[config.mk]
export PLATFORM = sky130hd
export DESIGN_NAME = axi_slv_wr_ctrl_flat
export DESIGN_NICKNAME = d
export VERILOG_FILES = /design/src/rtl/axi_slv_wr_ctrl_if.sv /design/src/rtl/axi_slv_wr_ctrl.sv /design/src/flat_wrapper.sv
export SDC_FILE = /design/constraint.sdc
export NUM_CORES = 1
export LEC_CHECK = 0
export ABC_AREA = 1
export BUFFER_PORTS_ARGS = -buffer_cell sky130_fd_sc_hd__buf_2
export CORE_MARGIN = 2
export CORE_UTILIZATION = 45
export DETAILED_ROUTE_END_ITERATION = 7
export PLACE_DENSITY = 0.74
export SLEW_MARGIN = 0
export SYNTH_ARGS = -nofsm -noshare
export SYNTH_HDL_FRONTEND = slang
export SYNTH_SLANG_ARGS = --single-unit
[constraint.sdc]
create_clock -name aclk -period 7.08 [get_ports aclk]
set_input_delay 2.124 -clock aclk [delete_from_list [all_inputs] [get_ports aclk]]
set_output_delay 2.124 -clock aclk [all_outputs]
set_load 0.02 [all_outputs]
[src/rtl/axi_slv_wr_ctrl_if.sv]
// AXI4 write-channel bundle (AW, W, B) between a master and the slave write controller.
interface axi_slv_wr_ctrl_if #(
  parameter int ID_W   = 4,
  parameter int ADDR_W = 32,
  parameter int DATA_W = 32
);
  logic [ID_W-1:0]     awid;
  logic [ADDR_W-1:0]   awaddr;
  logic [7:0]          awlen;
  logic [2:0]          awsize;
  logic [1:0]          awburst;
  logic                awvalid;
  logic                awready;
  logic [DATA_W-1:0]   wdata;
  logic [DATA_W/8-1:0] wstrb;
  logic                wlast;
  logic                wvalid;
  logic                wready;
  logic [ID_W-1:0]     bid;
  logic [1:0]          bresp;
  logic                bvalid;
  logic                bready;

  modport master (
    output awid, awaddr, awlen, awsize, awburst, awvalid,
    output wdata, wstrb, wlast, wvalid,
    output bready,
    input  awready, wready, bid, bresp, bvalid
  );

  modport slave (
    input  awid, awaddr, awlen, awsize, awburst, awvalid,
    input  wdata, wstrb, wlast, wvalid,
    input  bready,
    output awready, wready, bid, bresp, bvalid
  );
endinterface

[src/rtl/axi_slv_wr_ctrl.sv]
// AXI4 slave write controller: one burst at a time, per-beat memory writes, one B response.
// Optional error checking (SLVERR, write suppression, wlast checks) under `AXI_SLV_WR_ERR_EN.
module axi_slv_wr_ctrl #(
  parameter int ID_W   = 4,
  parameter int ADDR_W = 32,
  parameter int DATA_W = 32,
  parameter int MEM_AW = 10
) (
  input  logic                aclk,
  input  logic                aresetn,
  axi_slv_wr_ctrl_if.slave    axi,
  output logic                mem_we,
  output logic [MEM_AW-1:0]   mem_addr,
  output logic [DATA_W-1:0]   mem_wdata,
  output logic [DATA_W/8-1:0] mem_be,
  output logic [1:0]          dbg_state
);
  localparam int STRB_W = DATA_W / 8;
  localparam int LSB    = $clog2(STRB_W);

  typedef enum logic [1:0] {IDLE = 2'd0, DATA = 2'd1, RESP = 2'd2} state_t;

  // Handshakes are plain AXI valid/ready: a transfer happens on the rising edge where both are 1;
  // the slave only raises ready (awready, wready) or valid (bvalid) in its own state, so the three
  // are mutually exclusive, and bvalid/bid/bresp hold until bready.
  state_t              state_q, state_d;
  logic                init_q;
  logic [ADDR_W-1:0]   addr_q, addr_nx, step, wrap_mask;
  logic [7:0]          len_q, cnt_q;
  logic [2:0]          size_q;
  logic [1:0]          burst_q;
  logic                err_q;
  logic                aw_hs, w_hs, b_hs, last_beat, wrap_ok;
  logic                beat_bad, last_bad;

  assign axi.awready = (state_q == IDLE) && init_q;
  assign axi.wready  = (state_q == DATA);
  assign axi.bvalid  = (state_q == RESP);
  assign dbg_state   = state_q;

  assign aw_hs     = axi.awvalid && axi.awready;
  assign w_hs      = axi.wvalid && axi.wready;
  assign b_hs      = axi.bvalid && axi.bready;
  assign last_beat = (cnt_q == len_q);

  always_ff @(posedge aclk or negedge aresetn) begin
    if (!aresetn) state_q <= IDLE;
    else          state_q <= state_d;
  end

  always_comb begin
    state_d = state_q;
    case (state_q)
      IDLE:    if (aw_hs) state_d = DATA;
      DATA:    if (w_hs && last_beat) state_d = RESP;
      RESP:    if (b_hs) state_d = IDLE;
      default: state_d = IDLE;
    endcase
  end

  // WRAP only for legal lengths; anything else falls back to INCR
  always_comb begin
    step      = ADDR_W'(1) << size_q;
    wrap_mask = ((ADDR_W'(len_q) + ADDR_W'(1)) << size_q) - ADDR_W'(1);
    wrap_ok   = (len_q == 8'd1) || (len_q == 8'd3) || (len_q == 8'd7) || (len_q == 8'd15);
    addr_nx   = addr_q + step;
    if (burst_q == 2'b00)
      addr_nx = addr_q;
    else if (burst_q == 2'b10 && wrap_ok)
      addr_nx = (addr_q & ~wrap_mask) | ((addr_q + step) & wrap_mask);
  end

`ifdef AXI_SLV_WR_ERR_EN
  assign beat_bad = (|addr_q[ADDR_W-1:MEM_AW+LSB]) || (size_q > 3'(LSB));
  assign last_bad = (axi.wlast != last_beat);
`else
  logic unused_wlast;
  assign unused_wlast = axi.wlast;
  assign beat_bad     = 1'b0;
  assign last_bad     = 1'b0;
`endif

  always_ff @(posedge aclk or negedge aresetn) begin
    if (!aresetn) begin
      init_q    <= 1'b0;
      addr_q    <= '0;
      len_q     <= '0;
      size_q    <= '0;
      burst_q   <= '0;
      cnt_q     <= '0;
      err_q     <= 1'b0;
      axi.bid   <= '0;
      axi.bresp <= '0;
      mem_we    <= 1'b0;
      mem_addr  <= '0;
      mem_wdata <= '0;
      mem_be    <= '0;
    end else begin
      init_q <= 1'b1;
      mem_we <= 1'b0;
      if (aw_hs) begin
        axi.bid   <= axi.awid;
        axi.bresp <= 2'b00;
        addr_q    <= axi.awaddr;
        len_q     <= axi.awlen;
        size_q    <= axi.awsize;
        burst_q   <= axi.awburst;
        cnt_q     <= '0;
        err_q     <= 1'b0;
      end
      if (w_hs) begin
        mem_we    <= !beat_bad;
        mem_addr  <= addr_q[MEM_AW+LSB-1:LSB];
        mem_wdata <= axi.wdata;
        mem_be    <= axi.wstrb;
        addr_q    <= addr_nx;
        cnt_q     <= cnt_q + 8'd1;
        err_q     <= err_q || beat_bad || last_bad;
        // response is decided on the final beat so bresp is stable when bvalid rises
        if (last_beat)
          axi.bresp <= (err_q || beat_bad || last_bad) ? 2'b10 : 2'b00;
      end
    end
  end
endmodule
[src/flat_wrapper.sv]
// flat-port wrapper written by rule: the top's interface ports become plain ports
module axi_slv_wr_ctrl_flat 
#(
  parameter int ID_W   = 4,
  parameter int ADDR_W = 32,
  parameter int DATA_W = 32,
  parameter int MEM_AW = 10
)
  (aclk, aresetn, mem_we, mem_addr, mem_wdata, mem_be, dbg_state, axi_awid, axi_awaddr, axi_awlen, axi_awsize, axi_awburst, axi_awvalid, axi_wdata, axi_wstrb, axi_wlast, axi_wvalid, axi_bready, axi_awready, axi_wready, axi_bid, axi_bresp, axi_bvalid);
  axi_slv_wr_ctrl_if #(.ID_W(ID_W), .ADDR_W(ADDR_W), .DATA_W(DATA_W)) axi_i ();
  input  logic aclk;
  input  logic aresetn;
  output logic mem_we;
  output logic [MEM_AW-1:0] mem_addr;
  output logic [DATA_W-1:0] mem_wdata;
  output logic [DATA_W/8-1:0] mem_be;
  output logic [1:0] dbg_state;
  input wire logic [$bits(axi_i.awid)-1:0] axi_awid;
  input wire logic [$bits(axi_i.awaddr)-1:0] axi_awaddr;
  input wire logic [$bits(axi_i.awlen)-1:0] axi_awlen;
  input wire logic [$bits(axi_i.awsize)-1:0] axi_awsize;
  input wire logic [$bits(axi_i.awburst)-1:0] axi_awburst;
  input wire logic [$bits(axi_i.awvalid)-1:0] axi_awvalid;
  input wire logic [$bits(axi_i.wdata)-1:0] axi_wdata;
  input wire logic [$bits(axi_i.wstrb)-1:0] axi_wstrb;
  input wire logic [$bits(axi_i.wlast)-1:0] axi_wlast;
  input wire logic [$bits(axi_i.wvalid)-1:0] axi_wvalid;
  input wire logic [$bits(axi_i.bready)-1:0] axi_bready;
  output wire logic [$bits(axi_i.awready)-1:0] axi_awready;
  output wire logic [$bits(axi_i.wready)-1:0] axi_wready;
  output wire logic [$bits(axi_i.bid)-1:0] axi_bid;
  output wire logic [$bits(axi_i.bresp)-1:0] axi_bresp;
  output wire logic [$bits(axi_i.bvalid)-1:0] axi_bvalid;
  assign axi_i.awid = axi_awid;
  assign axi_i.awaddr = axi_awaddr;
  assign axi_i.awlen = axi_awlen;
  assign axi_i.awsize = axi_awsize;
  assign axi_i.awburst = axi_awburst;
  assign axi_i.awvalid = axi_awvalid;
  assign axi_i.wdata = axi_wdata;
  assign axi_i.wstrb = axi_wstrb;
  assign axi_i.wlast = axi_wlast;
  assign axi_i.wvalid = axi_wvalid;
  assign axi_i.bready = axi_bready;
  assign axi_awready = axi_i.awready;
  assign axi_wready = axi_i.wready;
  assign axi_bid = axi_i.bid;
  assign axi_bresp = axi_i.bresp;
  assign axi_bvalid = axi_i.bvalid;
  axi_slv_wr_ctrl #(.ID_W(ID_W), .ADDR_W(ADDR_W), .DATA_W(DATA_W), .MEM_AW(MEM_AW)) u_core (.aclk(aclk), .aresetn(aresetn), .axi(axi_i), .mem_we(mem_we), .mem_addr(mem_addr), .mem_wdata(mem_wdata), .mem_be(mem_be), .dbg_state(dbg_state));
endmodule
**Yosys cells after proc, flatten, opt, wreduce, memory -nomap -nowiden**

Cells that the tools add are included.

- Add/subtract/negate cells: 4
- Multiply operators: 0
- Divide/modulo/power cells: 0
- Order comparisons: 0
- Equality and inequality tests: 12
- Shift-type cells: 2
- Multiplexer cells: 14
- Bitwise operators: 4
- Reductions and logical operators: 14

Operators by type and width:

| operator | number |
|---|---|
| 32-bit two-way mux | 4 |
| 32-bit bitwise AND | 2 |
| 32-bit adder | 1 |
| 32-bit inverter | 1 |
| 32-bit OR | 1 |
| 1-bit by 3-bit left shift with 32-bit output (first input constant) | 1 |
| 32-bit by 3-bit left shift with 32-bit output | 1 |
| 32-bit by 1-bit subtractor with 32-bit output (second input constant) | 1 |
| 8-bit two-way mux | 2 |
| 2-bit two-way mux | 6 |
| 8-bit by 1-bit adder with 9-bit output (second input constant) | 1 |
| 8-bit by 1-bit adder with 8-bit output (second input constant) | 1 |
| 8-bit by 1-bit equality test with 1-bit output (second input constant) | 1 |
| 8-bit by 2-bit equality test with 1-bit output (second input constant) | 1 |
| 8-bit by 3-bit equality test with 1-bit output (second input constant) | 1 |
| 8-bit by 4-bit equality test with 1-bit output (second input constant) | 1 |
| 8-bit equality test | 1 |
| 1-bit logical AND | 6 |
| 2-bit inequality test (second input constant) | 3 |
| 2-bit case mux with 3 select lines | 1 |
| 2-bit equality test (second input constant) | 2 |
| 2-bit zero test | 2 |
| 1-bit logical OR | 3 |
| 3-bit AND reduction | 1 |
| 5 further kinds | 5 |

- Flip-flop bits (word level): 109
- Latch bits: 0
- Memory bits (writable): 0
- ROM bits: 0
- Output and inout bits: 58
- Logic and storage cells: 63
- Memories kept: 0

**Logic depth before layout (Yosys ltp)**

- Word-level depth: 9
- Mapped depth: 21
- Depth with buffers taken out: 21

**Least setup slack after synthesis**

No wires, ideal clock.

- Path kind: input-to-reg
- Start: in axi_wvalid
- End: reg u_core.state_q[1] (netlist: u_core.dbg_state[1])
- Library setup time: 65 ps
- Arrival time: 3,150 ps
- Data required time: 7,015 ps
- Path slack: 3,865 ps
- Stages on the path: 5
- Cells stage by stage: nand2_1 buf_2 nor3_1 nor4b_1 or2_2

- Word-level cells in the longest chain between the ends: 4

RTL lines:

| element | line | source |
|---|---|---|
| start, declared | flat_wrapper.sv:27 | `input wire logic [$bits(axi_i.wvalid)-1:0] axi_wvalid;` |
| 1-bit logical AND | axi_slv_wr_ctrl.sv:42 | `assign w_hs = axi.wvalid && axi.wready;` |
| 1-bit logical AND | axi_slv_wr_ctrl.sv:55 | `DATA: if (w_hs && last_beat) state_d = RESP;` |
| 2-bit inequality test (no line) | -- |  |
| 3-bit AND reduction (no line) | -- |  |
| end signal, assigned | axi_slv_wr_ctrl.sv:48 | `else state_q <= state_d;` |
| end, declared | axi_slv_wr_ctrl.sv:26 | `state_t state_q, state_d;` |

No other way between the ends.
A chain may end at the register's enable or synchronous reset.

==> out/results.tsv <==
metric	value	unit
power	2.89	mW
drtIter0Drc	252	
cts_resized	0	
final_cells	976	
vias_per_cell	5.00	
dpl-instance-area	5870	um^2
synthDistinctLibCells	46	
crit_path_end_kind	flip-flop	
setup_slack	3.45	ns
die-area	12300	um^2
fmax	275	MHz
ios	149	
nets	933	
postCtsSetupRepairBufs	0	
num_vias	4881	
final_area	6170	um^2
drc	0	
n_fill_cell	1117	
multi_input_area	2590	um^2
required	7.29	ns
status	finished, final reports clean	
vdd_drop_max	0.000223	V
worstMarginPinSlew	0.721	ns
critPathLaunchType	input pin	
r2r_slack	3.68	ns
cts.path.max_buffers	2	
async_reset_ff_share	100	%
clock_latency	0.34	ns
syn_inst	718	
core_area	11300	um^2
drt-wirelength-per-cell	12.7	um
fin_hold_ws	0.476	ns
synth_top_flop_cell	dfrtp_1	
slew_violations	0	
postLayoutCoreUtil	54.5	%
die_x	111	um
start_util	45.6	%
port_buffers	127	
overflow	0	
grt_pass1_vias	4719	
r2r-start	u_core.size_q[1]	
cpLargestDelayFamily	simple AND/OR/NAND/NOR gates	
grt_start_max_net_pins	55	
crit_start	axi_wvalid	
power_density	468	nW/um^2
path_max_fanout	38	
diodes	0	
ff_latch_area	2230	um^2
grt_pass1_wl	21500	um
holdCritStartpoint	u_core.mem_addr[8]	
report.final.setup_viol	0	
std_cell_rows	39	
hold_path.class	flip-flop to flip-flop	
place_ws	3.07	ns
antenna_left	0	
drt_pass1_iterations	4	
tns	0	ns
placedCellCount	961	
skew	0.00547	ns
max_stage_delay	0.45	ns
cpMaxStageDelayCell	buf_4	
timing_hold_violations_final	0	
cp_num_buf_inv	3	
cp.arrival	3.85	ns
crit_chain	buf_2, nand2_2, buf_4, nor2_4, inv_2, o31ai_1, o21ai_0	
grt_setup_unrepaired	no	
gp_congestion	0.914	
cts_max_level	3	
max_slew_margin	51.3	%
seq_area_frac_synth	43.2	%
synth-edff-count	0	
antenna_found_initial	0	
syn_nets	822	
ys_ff_latch	89	
clock_sinks	89	
synth_area	5160	um^2
cts_made_buffers	9	
p_leak	3.36	nW
wl	12400	um
yosys_warnings	0	
hpwlAfterDp	8950	um
hold_buffers	0	
grt_usage	20.8	%
fp.dieH	111	um
layout-drive-gt1-share	21.0	%
syn_area_per_cell	7.18	um^2
fin_crit_sh	51.3	%
drv_cap	0	
area_delta_synth_final	19.7	%
cts_tree	yes	
crit_type	input pin to flip-flop	
cts_root_buf	clkbuf_16	
fin_crit	3.63	ns
path_clk_slew	0.07	ns
[cell type report]
type | instances | share of cell area, %
clock buffer | 10 | 3.87
clock inverter | 5 | 1.05
inverter | 58 | 3.53
multi-input combinational | 541 | 41.9
sequential | 89 | 36.1
tap | 143 | 2.90
timing repair buffer | 130 | 10.7
[synth_stat cells, drive strengths merged, types with 2 or more instances]
| library cell | n | share of area (%) |
|---|---|---|
| o21a | 2 | 0.29 |
| nand4 | 5 | 0.61 |
| nor2 | 40 | 3.3 |
| nand2 | 295 | 22 |
| clkbuf | 16 | 1.2 |
| buf | 14 | 1.3 |
| xnor2 | 4 | 0.68 |
| nand3 | 74 | 7.9 |
| o31ai | 3 | 0.44 |
| inv | 57 | 4.1 |
| o21ai | 59 | 5.9 |
| o221ai | 3 | 0.51 |
| nand3b | 2 | 0.29 |
| a21oi | 11 | 1.1 |
| dfrtp | 89 | 43 |
| xor2 | 3 | 0.51 |
| nor3 | 9 | 0.87 |
| a31o | 2 | 0.34 |
| or2 | 2 | 0.24 |
| ha | 12 | 2.9 |
[layer usage]
metal	vias to the layer above	share of wire, %	routed length (um)	global-route usage (%)
met5	-	0	0	0
met3	13	4.8	600	3.61
li1	2530	-	-	-
met2	125	47	5780	34.5
met4	0	1.1	141	5.35
met1	2213	47	5890	28.6
[path summary, 6_finish.rpt]
kind | end | cells after the start
hold reg to reg | u_core.mem_addr[8] | 2
min in group asynchronous | async pin | 1
max in group asynchronous | u_core.cnt_q[0] | 2
setup reg to reg | flip-flop | 15
hold / removal | u_core.mem_addr[8] | 2
setup / recovery | flip-flop | 7
[layout by cell type (no fill, tap or decap), types with 2 or more instances in the layout]
master | synthesis | layout
a21oi_1 | 11 | 11
o31ai_1 | 3 | 3
buf_4 | 1 | 4
o21ai_0 | 51 | 51
inv_1 | 52 | 52
nor3_1 | 9 | 9
a31o_2 | 2 | 2
o21ai_1 | 5 | 5
dfrtp_1 | 89 | 89
ha_1 | 12 | 12
o221ai_1 | 3 | 3
inv_2 | 5 | 5
nor2_1 | 35 | 35
nor2_2 | 3 | 3
clkbuf_16 | 0 | 9
xnor2_1 | 4 | 4
clkinvlp_4 | 0 | 2
nand3_2 | 7 | 7
nand3_1 | 67 | 67
nor2_4 | 2 | 2
or2_2 | 2 | 2
nand4_1 | 5 | 5
nand3b_1 | 2 | 2
o21a_1 | 2 | 2
o21ai_2 | 3 | 3
nand2_2 | 5 | 6
xor2_1 | 3 | 3
nand2_1 | 290 | 289
buf_2 | 9 | 126
[cells by family after synthesis]
family / after synthesis / synth area share (%)
AND/OR/NAND/NOR: 431 / 35.5
adder cells (fa/ha/maj): 13 / 3.30
buffers and inverters: 88 / 6.72
AO/OA/AOI/OAI: 88 / 9.85
flip-flops: 89 / 43.2
XOR/XNOR: 7 / 1.19
multiplexers: 1 / 0.194
other: 1 / 0.0727
[worst min-delay path: cells and delay by family, from the launching register on]
kind             cells  cell delay [ns]
DFF                  1             0.34
and+or+nand+nor      2             0.10
[report_power, final]
part	switching [mW]	internal, mW	total (mW)
logic	0.993	0.501	1.49
clock network	0.206	0.284	0.490
registers	0.198	0.706	0.904
total	1.40	1.49	2.89
(Power assumes the default switching activity.)
